===== src/rtl/tlul_host_mux.sv =====
// N-to-1 TL-UL host multiplexer: round-robin A-channel arbitration with in-order D routing.
// Optional per-host grant counters are built when TLUL_MUX_PERF_EN is defined.

package tlul_pkg;
  typedef struct packed {
    logic        a_valid;
    logic [2:0]  a_opcode;
    logic [2:0]  a_param;
    logic [1:0]  a_size;
    logic [7:0]  a_source;
    logic [31:0] a_address;
    logic [3:0]  a_mask;
    logic [31:0] a_data;
    logic        d_ready;
  } tl_h2d_t;

  typedef struct packed {
    logic        d_valid;
    logic [2:0]  d_opcode;
    logic [2:0]  d_param;
    logic [1:0]  d_size;
    logic [7:0]  d_source;
    logic        d_sink;
    logic [31:0] d_data;
    logic        d_error;
    logic        a_ready;
  } tl_d2h_t;
endpackage

module tlul_host_mux
  import tlul_pkg::*;
#(
  parameter int NumHosts       = 2,
  parameter int MaxOutstanding = 4
`ifdef TLUL_MUX_PERF_EN
  , parameter int PerfCntW     = 16
`endif
) (
  input  logic                                 clk_i,
  input  logic                                 rst_ni,
  input  tl_h2d_t                              tl_h_i [NumHosts],
  output tl_d2h_t                              tl_h_o [NumHosts],
  output tl_h2d_t                              tl_d_o,
  input  tl_d2h_t                              tl_d_i,
  output logic [$clog2(MaxOutstanding+1)-1:0]  outstanding_o,
  output logic                                 spurious_rsp_o
`ifdef TLUL_MUX_PERF_EN
  , output logic [PerfCntW-1:0]                perf_grant_cnt_o [NumHosts]
`endif
);

  localparam int IdxW = (NumHosts > 1) ? $clog2(NumHosts) : 1;
  localparam int PtrW = (MaxOutstanding > 1) ? $clog2(MaxOutstanding) : 1;
  localparam int CntW = $clog2(MaxOutstanding + 1);

  logic [IdxW-1:0] r_fifo [MaxOutstanding];
  logic [PtrW-1:0] r_wptr, r_rptr;
  logic [CntW-1:0] r_cnt;
  logic [IdxW-1:0] r_rr;
  logic            r_lock;
  logic [IdxW-1:0] r_host;
  logic            r_spur;

  logic [IdxW-1:0] w_cand, w_search, w_win, w_head, w_next_rr;
  logic            w_found, w_req, w_full, w_empty;
  logic            w_a_valid, w_a_hs, w_d_ready, w_pop;

  function automatic logic [PtrW-1:0] ptr_inc(input logic [PtrW-1:0] p);
    return (p == PtrW'(MaxOutstanding - 1)) ? '0 : p + 1'b1;
  endfunction

  // First requesting host at or above the round-robin pointer, wrapping around.
  always_comb begin
    w_found  = 1'b0;
    w_search = r_rr;
    w_cand   = r_rr;
    for (int i = 0; i < NumHosts; i++) begin
      w_cand = IdxW'((int'(r_rr) + i) % NumHosts);
      if (!w_found && tl_h_i[w_cand].a_valid) begin
        w_found  = 1'b1;
        w_search = w_cand;
      end
    end
  end

  assign w_win     = r_lock ? r_host : w_search;
  assign w_req     = r_lock ? tl_h_i[r_host].a_valid : w_found;
  assign w_full    = (r_cnt == CntW'(MaxOutstanding));
  assign w_empty   = (r_cnt == '0);
  assign w_a_valid = w_req & ~w_full;
  assign w_a_hs    = w_a_valid & tl_d_i.a_ready;
  assign w_next_rr = (w_win == IdxW'(NumHosts - 1)) ? '0 : w_win + 1'b1;

  // With nothing in flight a stray response is sunk rather than stalling the device.
  assign w_head    = r_fifo[r_rptr];
  assign w_d_ready = w_empty | tl_h_i[w_head].d_ready;
  assign w_pop     = tl_d_i.d_valid & ~w_empty & tl_h_i[w_head].d_ready;

  always_comb begin
    tl_d_o         = tl_h_i[w_win];
    tl_d_o.a_valid = w_a_valid;
    tl_d_o.d_ready = w_d_ready;
  end

  always_comb begin
    for (int h = 0; h < NumHosts; h++) begin
      tl_h_o[h]         = tl_d_i;
      tl_h_o[h].d_valid = tl_d_i.d_valid & ~w_empty & (w_head == IdxW'(h));
      tl_h_o[h].a_ready = tl_d_i.a_ready & ~w_full & (w_win == IdxW'(h));
    end
  end

  always_ff @(posedge clk_i or negedge rst_ni) begin
    if (!rst_ni) begin
      r_wptr <= '0;
      r_rptr <= '0;
      r_cnt  <= '0;
      r_rr   <= '0;
      r_lock <= 1'b0;
      r_host <= '0;
      r_spur <= 1'b0;
    end else begin
      if (w_a_hs) begin
        r_wptr <= ptr_inc(r_wptr);
        r_rr   <= w_next_rr;
        r_lock <= 1'b0;
      end else if (w_a_valid) begin
        r_lock <= 1'b1;
        r_host <= w_win;
      end
      if (w_pop) r_rptr <= ptr_inc(r_rptr);
      case ({w_a_hs, w_pop})
        2'b10:   r_cnt <= r_cnt + 1'b1;
        2'b01:   r_cnt <= r_cnt - 1'b1;
        default: r_cnt <= r_cnt;
      endcase
      r_spur <= tl_d_i.d_valid & w_empty;
    end
  end

  // Host-ID storage is only meaningful between the pointers, so it needs no reset.
  always_ff @(posedge clk_i) begin
    if (w_a_hs) r_fifo[r_wptr] <= w_win;
  end

  assign outstanding_o  = r_cnt;
  assign spurious_rsp_o = r_spur;

`ifdef TLUL_MUX_PERF_EN
  logic [PerfCntW-1:0] r_perf [NumHosts];

  always_ff @(posedge clk_i or negedge rst_ni) begin
    if (!rst_ni) begin
      for (int h = 0; h < NumHosts; h++) r_perf[h] <= '0;
    end else if (w_a_hs && (r_perf[w_win] != '1)) begin
      r_perf[w_win] <= r_perf[w_win] + 1'b1;
    end
  end

  assign perf_grant_cnt_o = r_perf;
`endif

endmodule


===== config.mk =====
export PLATFORM = sky130hd
export DESIGN_NAME = tlul_host_mux
export DESIGN_NICKNAME = d
export VERILOG_FILES = /design/src/rtl/tlul_host_mux.sv
export SDC_FILE = /design/constraint.sdc
export NUM_CORES = 1
export LEC_CHECK = 0
export CAP_MARGIN = 20
export CORE_AREA = 2 2 162 164
export DETAILED_ROUTE_END_ITERATION = 8
export DIE_AREA = 0 0 164 166
export HOLD_SLACK_MARGIN = 0.1
export SLEW_MARGIN = 20
export SYNTH_ARGS = -nofsm -noshare
export SYNTH_HDL_FRONTEND = slang
export SYNTH_SLANG_ARGS = --single-unit

===== constraint.sdc =====
create_clock -name clk_i -period 3.91 [get_ports clk_i]
set_input_delay 0.782 -clock clk_i [delete_from_list [all_inputs] [get_ports clk_i]]
set_output_delay 0.782 -clock clk_i [all_outputs]
set_load 0.05 [all_outputs]

==> impl_results.md <==
* Worst Hold Class: flop to flop
* Net Count, Synth at 502
* Critical path fanouts, max at 43
* TritonCTS clock tree: done
* Seq/Total Area, Yosys at 15.2%
* Wire per inst at 12.9 um
* Worst Path Required at 3.13 ns
* Num Clock Sinks at 15
* Die area at 27,200 um2
* Vias in the first global route at 2,571
* Clock power share at 5.1%
* 1st-iter DRT viols at 31
* Vias/cell at 3.19
* Distinct cells, synth at 26
* Mean post-synth cell area at 9.68 um2
* Share of layout cells above drive strength 1 at 42.6%
* Row count at 59
* Nets@finish at 666
* Worst-Margin Slew at 0.526 ns
* Final instance area at 4820 um2
* Crit. End Element: primary output
* CORE AREA at 25,600 um2
* Switching portion of total power at 56.8%
* Clock root cell: clkbuf_16
* Clk_skew at 0.000971 ns
* Final wirelength at 9910 um
* CTS Buffer Depth at 2
* Top Ports at 420
* Die H at 166 um
* DP Wirelength at 8800 um
* FMAX at 285 MHz
* Post-route ant nets at 0
* H-Tree Depth at 1
* Largest net degree at the start of global routing at 44
* Cells after Synth at 269
* Clk Latency, worst-skew pair at 0.24 ns
* Routability Congestion at 0.737
* Pwr Total at 3.82 mW
* Slack of the critical path at 0.397 ns
* Startpoint Class: input port
* Initial Utilization at 10.2%
* Die X at 164 um
* Gr usage total at 6.68%
* RSZ-0062 raised after global routing: false
* Max Cap Viol at 0
* Resized Gates After CTS at 0
* First drt pass iteration count at 4
* Synth Cell Area at 2600 um2
* Diode count at 0
* Synthesized flop and latch total at 15
* Setup_tns at 0 ns
* Placed cell area at 4740 um2
* Total number of vias at 2,447
* Grt ovf at 0
* Post-CTS Hold Fix Bufs at 0
* Final routed DRC violation total at 0
* Worst VDD drop at 0.000389 V
* Slew Limit Fails at 0
* Switching Power at 2.17 mW
* Area Growth Syn to Fin at 85.1%
* First-pass GRT wire length at 14,100 um
* Gate power share at 87.0%
* Worst path arrival time at 2.73 ns
* Power density over the cells at 793 nW/um2
* Tcrit/Tclk final at 89.9%
* Status: complete, no violations
* Post-layout util at 18.8%
* Antenna violations before repair at 0
* Final hold violation count at 0
* Relative max-transition margin at 64.8%
* Final Critical Period at 3.51 ns
* CP Class: input port to primary output
* Final setup viols at 0
* Clock-pin slew on the worst setup and hold paths at 0.05 ns
* Pint at 1.65 mW
* PortBufs at 269
* Clock buffer count from CTS at 3
* Static Leak at 1.92 nW
* Placement Setup Slack at 0.355 ns
* Sequential power share at 7.9%
* Post-CTS Setup Inserts at 0
* Yosys warning count at 0
-- cell families after synthesis --
logic type	Yosys count	share of synthesized area [%]
AO/OA/AOI/OAI	5	2.11
XOR/XNOR	3	1.01
adder cells (fa/ha/maj)	7	3.65
buffers and inverters	122	33.1
flip-flops	15	15.2
multiplexers	93	40.5
AND/OR/NAND/NOR	24	4.47
-- cell type report --
cell class                      instances  area [um2]
Multi-Input combinational cell        132        1360
Clock buffer                            4        78.8
Tap cell                              335         419
Timing Repair Buffer                  272        2530
Inverter                                9        33.8
Fill cell                            2834       20800
Sequential cell                        15         395
-- metrics by stage --
stage,hold slack (ns),instances
after floorplan,0.484,269
after global placement,0.517,763
after detailed placement,0.515,763
after CTS,0.526,767
after global routing,0.577,767
final,0.524,767
-- power groups by stage --
stage               sequential, mW  clock [mW]  combinational, mW
global route                 0.312       0.209               3.49
floorplan                    0.350           0               2.62
CTS                          0.303       0.201               3.37
detailed placement           0.304           0               3.36
global placement             0.303           0               3.36
finish                       0.300       0.195               3.33
-- state kept, by name (all words and copies together), names as in the netlist --
register	cells
r_rptr	2
r_fifo	4
outstanding_o	3
r_rr	1
r_host	1
r_lock	1
spurious_rsp_o	1
r_wptr	2
-- critical path, cell delays in order --
cell and delay, ns:
clkdlybuf4s50_1 0.47, inv_1 0.10, o21ai_0 0.23, a22o_4 0.26, buf_12 0.24, mux2_2 0.39, buf_4 0.19
-- path summary, 6_finish.rpt --
| check | start | depth (start not counted) | slack, ns | to |
|---|---|---|---|---|
| max | tl_h_i[85] | 7 | 0.40 | tl_d_o[61] |
| min | r_rr | 2 | 0.52 | r_rr |
| max reg2reg | r_rptr[0] | 9 | 1.42 | outstanding_o[2] |
| min reg2reg | r_rr | 2 | 0.52 | r_rr |
| max in group asynchronous | rst_ni | 1 | 2.67 | r_lock |
| min in group asynchronous | rst_ni | 1 | 0.89 | outstanding_o[0] |
-- layer usage --
layer	GRT usage, %	routed length [um]
met5	0	0
met4	2.71	320
met3	2.40	1180
met2	13.1	5400
met1	6.06	3010
-- cells in the mapped netlist --
cell / number / share of area [%]
a21bo_2: 1 / 0.38
a21oi_1: 1 / 0.19
a221oi_4: 1 / 1.0
a22o_1: 1 / 0.34
and2_0: 1 / 0.24
and3_1: 5 / 1.2
buf_2: 10 / 1.9
buf_4: 102 / 29
buf_6: 1 / 0.43
dfrtp_1: 11 / 11
edfxtp_1: 4 / 4.6
fa_1: 1 / 0.77
ha_1: 6 / 2.9
inv_1: 9 / 1.3
mux2_1: 2 / 0.86
mux2_2: 87 / 38
mux2i_1: 3 / 1.2
mux4_2: 1 / 0.86
nand2_1: 4 / 0.58
nor2_1: 10 / 1.4
nor2b_1: 2 / 0.48
nor3b_1: 1 / 0.29
o21ai_0: 1 / 0.19
or3_1: 1 / 0.24
xnor2_1: 1 / 0.34
xor2_1: 2 / 0.67
-- cells in the final DEF, fill, tap and decap left out, types with 2 or more instances in the layout --
cell,synthesis,final
xor2_1,2,2
dfrtp_1,11,11
and3_1,5,5
clkdlybuf4s50_1,0,182
mux2_2,87,87
ha_1,6,6
nor2b_1,2,2
edfxtp_1,4,4
nand2_1,4,4
mux2i_1,3,3
buf_12,0,3
inv_1,9,9
clkbuf_16,0,3
mux2_1,2,2
nor2_1,10,10
buf_4,102,87
No activity file was read; power rests on OpenSTA's default activity.
